[config.mk]
export PLATFORM = sky130hd
export DESIGN_NAME = us_scan_scheduler
export DESIGN_NICKNAME = d
export VERILOG_FILES = /design/src/rtl/us_pkg.sv /design/src/rtl/us_echo_timer.sv /design/src/rtl/us_scan_scheduler.sv
export SDC_FILE = /design/constraint.sdc
export NUM_CORES = 1
export LEC_CHECK = 0
export CAP_MARGIN = 15
export CORE_UTILIZATION = 49
export DETAILED_ROUTE_END_ITERATION = 7
export PLACE_DENSITY = 0.71
export SYNTH_ARGS = -nofsm -noshare
export SYNTH_HDL_FRONTEND = slang
export SYNTH_HIERARCHICAL = 1
export SYNTH_SLANG_ARGS = --single-unit
export TNS_END_PERCENT = 5
[constraint.sdc]
create_clock -name clk_50M -period 2.8 [get_ports clk_50M]
set_clock_uncertainty 0.1 [all_clocks]
set_input_delay 0.42 -clock clk_50M [delete_from_list [all_inputs] [get_ports clk_50M]]
set_output_delay 0.42 -clock clk_50M [all_outputs]
set_load 0.1 [all_outputs]
[src/rtl/us_pkg.sv]
// Shared FSM encoding and default timing constants for the ultrasonic scan scheduler.
package us_pkg;
    typedef enum logic [1:0] {
        ST_IDLE   = 2'd0,
        ST_TRIG   = 2'd1,
        ST_LISTEN = 2'd2,
        ST_GAP    = 2'd3
    } us_state_t;

    localparam int DEF_PRE_CYC  = 50;
    localparam int DEF_TRIG_CYC = 500;
    localparam int DEF_SLOT_CYC = 50000;
    localparam int DEF_THRESH   = 20000;

    localparam int WIDTH_W = 22;
    localparam int SLOT_W  = 16;
    localparam logic [WIDTH_W-1:0] WIDTH_MAX = '1;
endpackage

[src/rtl/us_echo_timer.sv]
// Echo synchroniser, edge detector and saturating high-time counter; cleared at each slot start.
module us_echo_timer
    import us_pkg::*;
(
    input  logic               clk_50M,
    input  logic               reset_n,
    input  logic               clr,
    input  logic               arm,
    input  logic               echo_rx,
    output logic               fall,
    output logic [WIDTH_W-1:0] width
);
    logic sync1, sync2, echo_d;
    logic seen, done;
    logic rise;

    assign rise = sync2 & ~echo_d;
    // Only the first pulse after arming is measured; done freezes the count.
    assign fall = arm & seen & ~done & ~sync2;

    always_ff @(posedge clk_50M or negedge reset_n) begin
        if (!reset_n) begin
            sync1  <= 1'b0;
            sync2  <= 1'b0;
            echo_d <= 1'b0;
            seen   <= 1'b0;
            done   <= 1'b0;
            width  <= '0;
        end else begin
            sync1  <= echo_rx;
            sync2  <= sync1;
            echo_d <= sync2;
            if (clr) begin
                seen  <= 1'b0;
                done  <= 1'b0;
                width <= '0;
            end else if (arm && !done) begin
                if (!seen) begin
                    if (rise) begin
                        seen  <= 1'b1;
                        width <= WIDTH_W'(1);
                    end
                end else if (sync2) begin
                    if (width != WIDTH_MAX) width <= width + WIDTH_W'(1);
                end else begin
                    done <= 1'b1;
                end
            end
        end
    end
endmodule

[src/rtl/us_scan_scheduler.sv]
// Round-robin ultrasonic trigger/listen scheduler: one fixed-length slot per masked-in channel.
module us_scan_scheduler
    import us_pkg::*;
#(
    parameter int N_CH     = 4,
    parameter int PRE_CYC  = DEF_PRE_CYC,
    parameter int TRIG_CYC = DEF_TRIG_CYC,
    parameter int SLOT_CYC = DEF_SLOT_CYC,
    parameter int THRESH   = DEF_THRESH
) (
    input  logic               clk_50M,
    input  logic               reset_n,
    input  logic               en,
    input  logic [N_CH-1:0]    ch_mask,
    input  logic [N_CH-1:0]    echo_rx,
    output logic [N_CH-1:0]    trigger,
    output logic [WIDTH_W-1:0] pulses,
    output logic [1:0]         ch_idx,
    output logic               meas_valid,
    output logic [N_CH-1:0]    obstacle,
    output logic [1:0]         state
);
    localparam logic [SLOT_W-1:0] TRIG_ON   = SLOT_W'(PRE_CYC);
    localparam logic [SLOT_W-1:0] TRIG_OFF  = SLOT_W'(PRE_CYC + TRIG_CYC);
    localparam logic [SLOT_W-1:0] TRIG_LAST = SLOT_W'(PRE_CYC + TRIG_CYC - 1);
    localparam logic [SLOT_W-1:0] PUB_CNT   = SLOT_W'(SLOT_CYC - 2);
    localparam logic [SLOT_W-1:0] SLOT_LAST = SLOT_W'(SLOT_CYC - 1);

    us_state_t         cur_state, state_d;
    logic [SLOT_W-1:0] slot_cnt, slot_d;
    logic [1:0]        cur, cur_d, sel_ch, cand;
    logic              sel_ok, can_go, publish, tclr;
    logic [N_CH-1:0]   echo_fall;
    logic              fall;
    logic [WIDTH_W-1:0] width;

    us_echo_timer u_timer (
        .clk_50M (clk_50M),
        .reset_n (reset_n),
        .clr     (tclr),
        .arm     (cur_state == ST_LISTEN),
        .echo_rx (echo_rx[cur]),
        .fall    (fall),
        .width   (width)
    );

    assign echo_fall = '0;
    assign state     = cur_state;
    assign trigger   = (cur_state == ST_TRIG && slot_cnt >= TRIG_ON && slot_cnt < TRIG_OFF)
                       ? (N_CH'(1) << cur) : '0;

    // First masked-in channel after cur; descending scan leaves the nearest one in sel_ch.
    always_comb begin
        sel_ch = cur;
        sel_ok = 1'b0;
        cand   = '0;
        for (int i = N_CH; i >= 1; i--) begin
            cand = 2'((int'(cur) + i) % N_CH);
            if (ch_mask[cand]) begin
                sel_ch = cand;
                sel_ok = 1'b1;
            end
        end
    end

    assign can_go = en & sel_ok;

    always_comb begin
        state_d = cur_state;
        slot_d  = slot_cnt + SLOT_W'(1);
        cur_d   = cur;
        publish = 1'b0;
        tclr    = 1'b0;
        case (cur_state)
            ST_IDLE: begin
                slot_d = '0;
                if (can_go) begin
                    state_d = ST_TRIG;
                    cur_d   = sel_ch;
                    tclr    = 1'b1;
                end
            end
            ST_TRIG: begin
                if (slot_cnt == TRIG_LAST) state_d = ST_LISTEN;
            end
            ST_LISTEN: begin
                if (slot_cnt == PUB_CNT) begin
                    publish = 1'b1;
                    state_d = ST_GAP;
                end else if (fall) begin
                    state_d = ST_GAP;
                end
            end
            ST_GAP: begin
                if (slot_cnt == PUB_CNT) publish = 1'b1;
                if (slot_cnt == SLOT_LAST) begin
                    slot_d = '0;
                    if (can_go) begin
                        state_d = ST_TRIG;
                        cur_d   = sel_ch;
                        tclr    = 1'b1;
                    end else begin
                        state_d = ST_IDLE;
                    end
                end
            end
            default: state_d = ST_IDLE;
        endcase
    end

    always_ff @(posedge clk_50M or negedge reset_n) begin
        if (!reset_n) begin
            cur_state <= ST_IDLE;
            slot_cnt  <= '0;
            cur       <= 2'(N_CH - 1);
        end else begin
            cur_state <= state_d;
            slot_cnt  <= slot_d;
            cur       <= cur_d;
        end
    end

    // meas_valid is a one-cycle strobe with no ready: pulses/ch_idx/obstacle are registered
    // together with it (visible in the last slot cycle) and hold until the next publish.
    always_ff @(posedge clk_50M or negedge reset_n) begin
        if (!reset_n) begin
            pulses     <= '0;
            ch_idx     <= '0;
            meas_valid <= 1'b0;
            obstacle   <= '0;
        end else begin
            meas_valid <= publish;
            if (publish) begin
                pulses        <= width;
                ch_idx        <= cur;
                obstacle[cur] <= (width != '0) && (width <= WIDTH_W'(THRESH));
            end
        end
    end
endmodule

Word level (Yosys, flattened, before mapping)
Cells that the tools add are included.

Register bits after elaboration: 76. Latch bits: 0. Bits in writable memories: 0. Memory bits (read-only): 0. Logic and storage cells: 121. Memories kept: 0.

Add/sub/neg operators: 6. $mul: 0. Div/mod/pow operators: 0. Order comparisons: 9. Eq/ne operators: 14. Shift operators: 1. Mux-type cells: 53. Bitwise gates (word level): 8. Reduce and logical (&&, ||, !) cells: 17.

Operators with widths (number): $mux W22 (6); $eq A16 B16 Y1 const B (2); $pmux W16 S2 (1); $mux W1 (23); $add A22 B1 Y22 const B (1); $le A22 B15 Y1 const B (1); $mux W2 (11); $ne A22 B22 Y1 const B (1); $reduce_bool A22 Y1 (1); $add A16 B1 Y16 const B (1); $eq A16 B10 Y1 const B (1); $ge A16 B6 Y1 const B (1); $lt A16 B10 Y1 const B (1); $mux W16 (1); $lt A2 B3 Y1 const B (5); $bmux W1 S2 (5); $pmux W2 S4 (1); $reduce_and A4 Y1 (2); $ne A2 B2 Y1 const B (3); $ne A3 B3 Y1 const B (2); $reduce_bool A2 Y1 (3); $and A1 B1 Y1 (5); $logic_and A1 B1 Y1 (5); $add A2 B1 Y2 const B (2); 19 further kinds (23).

Longest topological paths before layout
Depth in word-level cells: 13. Depth in mapped cells: 11. Mapped depth without buffers: 9.

By module
Netlist, hierarchy kept.

By module, submodules not included: us_scan_scheduler (times used 1, cells each 241, area each 2657.5 µm²); us_echo_timer (times used 1, cells each 164, area each 1526.5 µm²).

Least setup slack after synthesis
No wires, ideal clock.

Path kind: reg-to-reg. Start: register cur_state[0] (netlist: state[0]). End: register u_timer.width[21]. Setup time: 0.095 ns. Data arrival time: 2.839 ns. Required time: 2.605 ns. Path slack: -0.234 ns. Stages on the path, launching flop included: 11. Path buffers: 1. Clock period less this slack: 3.034 ns. Path through: dfrtp_1 -> inv_1 -> ha_1 -> a31oi_1 -> nor3_1 -> buf_2 -> and2b_1 -> and3_1 -> a21boi_2 -> nand2_1 -> o31ai_1.

Longest elaborated chain between the ends: 4.

RTL lines: start, declared (RTL line us_scan_scheduler.sv:29) `us_state_t cur_state, state_d;`; start signal, assigned (RTL line us_scan_scheduler.sv:117) `cur_state <= state_d;`; $eq A2 B2 Y1 or $logic_not A2 Y1 (tied branches) (RTL line us_scan_scheduler.sv:74) `case (cur_state)`; $pmux W1 S2 (*) (RTL line us_scan_scheduler.sv:74); via tclr (RTL line us_scan_scheduler.sv:32) `logic sel_ok, can_go, publish, tclr;`; $ne A3 B2 Y1 (no line) (tied with other cells); $reduce_and A4 Y1 (no line); end signal, assigned (RTL line us_echo_timer.sv:44) `if (width != WIDTH_MAX) width <= width + WIDTH_W'(1);`; end, declared (RTL line us_echo_timer.sv:11) `output logic [WIDTH_W-1:0] width`.

Mark *: on every way through the listed nets, which the timed path passes. The rest lies on a longest branch. A chain may end at the register's enable or synchronous reset.

Final worst setup path
Start: register slot_cnt[0]. End: output trigger[1].

Longest elaborated chain between the ends: 4.

RTL lines: start, declared (RTL line us_scan_scheduler.sv:30) `logic [SLOT_W-1:0] slot_cnt, slot_d;`; start signal, assigned (RTL line us_scan_scheduler.sv:118) `slot_cnt <= slot_d;`; $ge A16 B6 Y1 (RTL line us_scan_scheduler.sv:49) `assign trigger = (cur_state == ST_TRIG && slot_cnt >= TRIG_ON && slot_cnt < TRIG_OFF)`; $logic_and A1 B1 Y1 (RTL line us_scan_scheduler.sv:49); $logic_and A1 B1 Y1 (*) (RTL line us_scan_scheduler.sv:49); $mux W4 (*) (RTL line us_scan_scheduler.sv:50) `? (N_CH'(1) << cur) : '0;`; end, declared (RTL line us_scan_scheduler.sv:16) `output logic [N_CH-1:0] trigger,`.

Every way passes the cells marked *; elsewhere a longest branch is shown, timed or not.

==> results.sh <==
export IMPL_crit_path_start_kind="flop"
export IMPL_synth_most_common_cell="dfrtp_1"
export IMPL_grt_ovfl_total=0
export IMPL_cp_max_fo=5
export IMPL_holdCritPathClass="flop to flop"
export IMPL_peakVddDrop_mv=0.618
export IMPL_num_vias=3378
export IMPL_fmax_mhz=381
export IMPL_wl_per_cell_um=16.8
export IMPL_whs_endpoint="u_timer/sync2"
export IMPL_synthCells=405
export IMPL_start_util_pct=50.7
export IMPL_maxSlewViolCount=0
export IMPL_ys_seq_area_share_pct=45.5
export IMPL_hold_viol_final=0
export IMPL_tns_ns=0
export IMPL_rows=33
export IMPL_worst_ep_arrival_time_ns=2.11
export IMPL_htree_levels=3
export IMPL_grt_pass1_vias=3271
export IMPL_final_core_util_pct=60.2
export IMPL_firstDrtPassIters=5
export IMPL_areaGrowthSynthToFinish_pct=18.9
export IMPL_synthTopCellsByCount="74 x dfrtp_1, 33 x nor2_1, 25 x nand2_1"
export IMPL_powerDensity_mw_per_mm2=714
export IMPL_ff2ff_setup_slack_ns=0.28
export IMPL_rsz0062_at_grt="no"
export IMPL_cts_setup_buffers=0
export IMPL_r2r_end="u_timer/width[10]"
export IMPL_synth_seq_cells=76
export IMPL_hold_start="u_timer/sync1"
export IMPL_die_h_um=94.4
export IMPL_reg2reg_depth=10
export IMPL_clk_transition_reported_paths_ns=0.07
export IMPL_synth_nets=428
export IMPL_yosysWarnings=6
export IMPL_clock_latency_ns=0.35
export IMPL_synth_area_leader_cell="dfrtp_1"
export IMPL_coreArea_mm2=0.00826
export IMPL_drive_gt1_share_pct=25.5
export IMPL_period_needed_ns=2.63
export IMPL_dieArea_mm2=0.00891
export IMPL_finalCritPeriodShare_pct=93.8
export IMPL_drv_cap=0
export IMPL_r2r_start="slot_cnt[11]"
export IMPL_antenna_left=0
export IMPL_dieWidth_um=94.4
export IMPL_cp_required_ns=2.28
export IMPL_drt_total_wl_um=9640
export IMPL_synth_main_ff_cell="dfrtp_1"
export IMPL_grt_max_degree=48
export IMPL_syn_avg_cell_area_um2=10.3
export IMPL_cts_root_buf="clkbuf_8"
export IMPL_port_buffer_count=45
export IMPL_post_route_drc_count=0
export IMPL_drt_first_iter_violations=196
export IMPL_end_kind="output pin"
export IMPL_yosys_top_cells_area="dfrtp_1 44%, mux2_2 5.7%, ha_1 3.6%"
export IMPL_yosysTopAreaCellShare_pct=44.3
export IMPL_path_class="flop to output pin"
export IMPL_cts_path_max_buffers=2
export IMPL_hold_path_depth=0
export IMPL_relSlewSlack_pct=51.7
export IMPL_track_usage_pct=23.7
export IMPL_synthDistinctLibCells=64
export IMPL_tightest_slew_ns=0.719
export IMPL_diodes=0
export IMPL_finalSetupViolations=0
export IMPL_globalplace_congestion=0.892
export IMPL_numCtsBuffers=9
export IMPL_synth_edff_count=0
export IMPL_clock_sinks=76
export IMPL_syn_cell_area_mm2=0.00418
export IMPL_antenna_found_initial=0
export IMPL_dpl_hpwl_um=6720
export IMPL_nets=486
export IMPL_grt_pass1_wl_um=16000
export IMPL_outcome="complete, no violations"
export IMPL_cts_tree="yes"
export IMPL_leakagePower_nw=2.27
export IMPL_async_reset_ff_share_pct=100
export IMPL_via_per_inst=5.91
export IMPL_boundaryPins=46
export IMPL_total_power_mw=3.55
[flip-flops by register name (all words and copies together), names as in the netlist]
name            count
pulses             22
meas_valid          1
cur                 2
u_timer/echo_d      1
u_timer/sync2       1
u_timer/seen        1
ch_idx              2
state               2
obstacle            4
slot_cnt           16
u_timer/sync1       1
u_timer/width      22
u_timer/done        1
[where the power goes]
part,switching [mW],internal [mW],total [mW]
combinational,0.790,0.484,1.27
clock,0.397,0.426,0.823
sequential,0.221,1.23,1.45
total,1.41,2.14,3.55
[metrics by stage]
step	instance area, um^2	worst slack (ns)	hold WS, ns	cells
floorplan	4190	0.0900	0.0244	405
global placement	4770	0.170	0.232	556
detailed placement	4770	0.0810	0.240	556
CTS	4970	0.0663	0.269	572
global route	4970	0.0570	0.277	572
finish	4970	0.174	0.265	572
[kinds of logic after synthesis]
family	share of synthesized area, %
AND/OR/NAND/NOR	20.6
AO/OA/AOI/OAI	14.0
flip-flops	45.5
buffers and inverters	3.92
multiplexers	9.42
XOR/XNOR	2.93
adder cells (fa/ha/maj)	3.59
[metal layers]
metal / track usage [%] / vias to the layer above / wire, um
li1: - / 1615 / -
met1: 29.8 / 1655 / 4260
met2: 39.9 / 92 / 4810
met3: 4.75 / 16 / 396
met4: 9.23 / 0 / 172
met5: 0 / - / 0
[timing repair]
action,CTS,global route
endpoints found under the setup margin,0,4
hold buffers,1,0
gates resized for setup,0,2
hold endpoints to repair,29,0
[worst max path at each step]
stage,startpoint,to
2_1_floorplan,state[0],u_timer/width[21]
3_3_place_gp,ch_mask[3],u_timer/width[11]
6_report,slot_cnt[0],trigger[1]
5_1_grt,slot_cnt[0],trigger[1]
4_1_cts,slot_cnt[0],trigger[0]
3_5_place_dp,ch_mask[3],u_timer/width[11]
[worst max-delay path, stage by stage (launching register included)]
cell	delay (ns)
dfrtp_2	0.41
inv_1	0.07
ha_1	0.21
or4_1	0.40
nand3_1	0.10
a21o_1	0.13
a21oi_2	0.08
and2_1	0.20
buf_12	0.17
[layout by cell type, fill, tap and decap left out, types with 6 or more instances in the layout]
cell type,count
o311ai_1,6
nor3_1,9
inv_1,18
xor2_1,11
clkdlybuf4s50_1,9
nand4_1,15
mux2_2,21
a31oi_1,7
a21oi_1,9
and2_1,8
nand2_1,25
mux2_1,8
nor2_1,32
ha_1,12
dfrtp_1,71
buf_4,50
clkbuf_8,10
o21ai_0,18
nand3_1,19
and3_1,7
o31ai_1,11
[layout make-up]
cell class,instances,area (um^2)
fill,691,3280
multi-input combinational,294,2120
sequential,76,1910
timing repair buffer,64,556
clock buffer,10,138
tap,105,131
inverter,18,67.6
clock inverter,5,52.6
No activity file was read; power rests on OpenSTA's default activity.
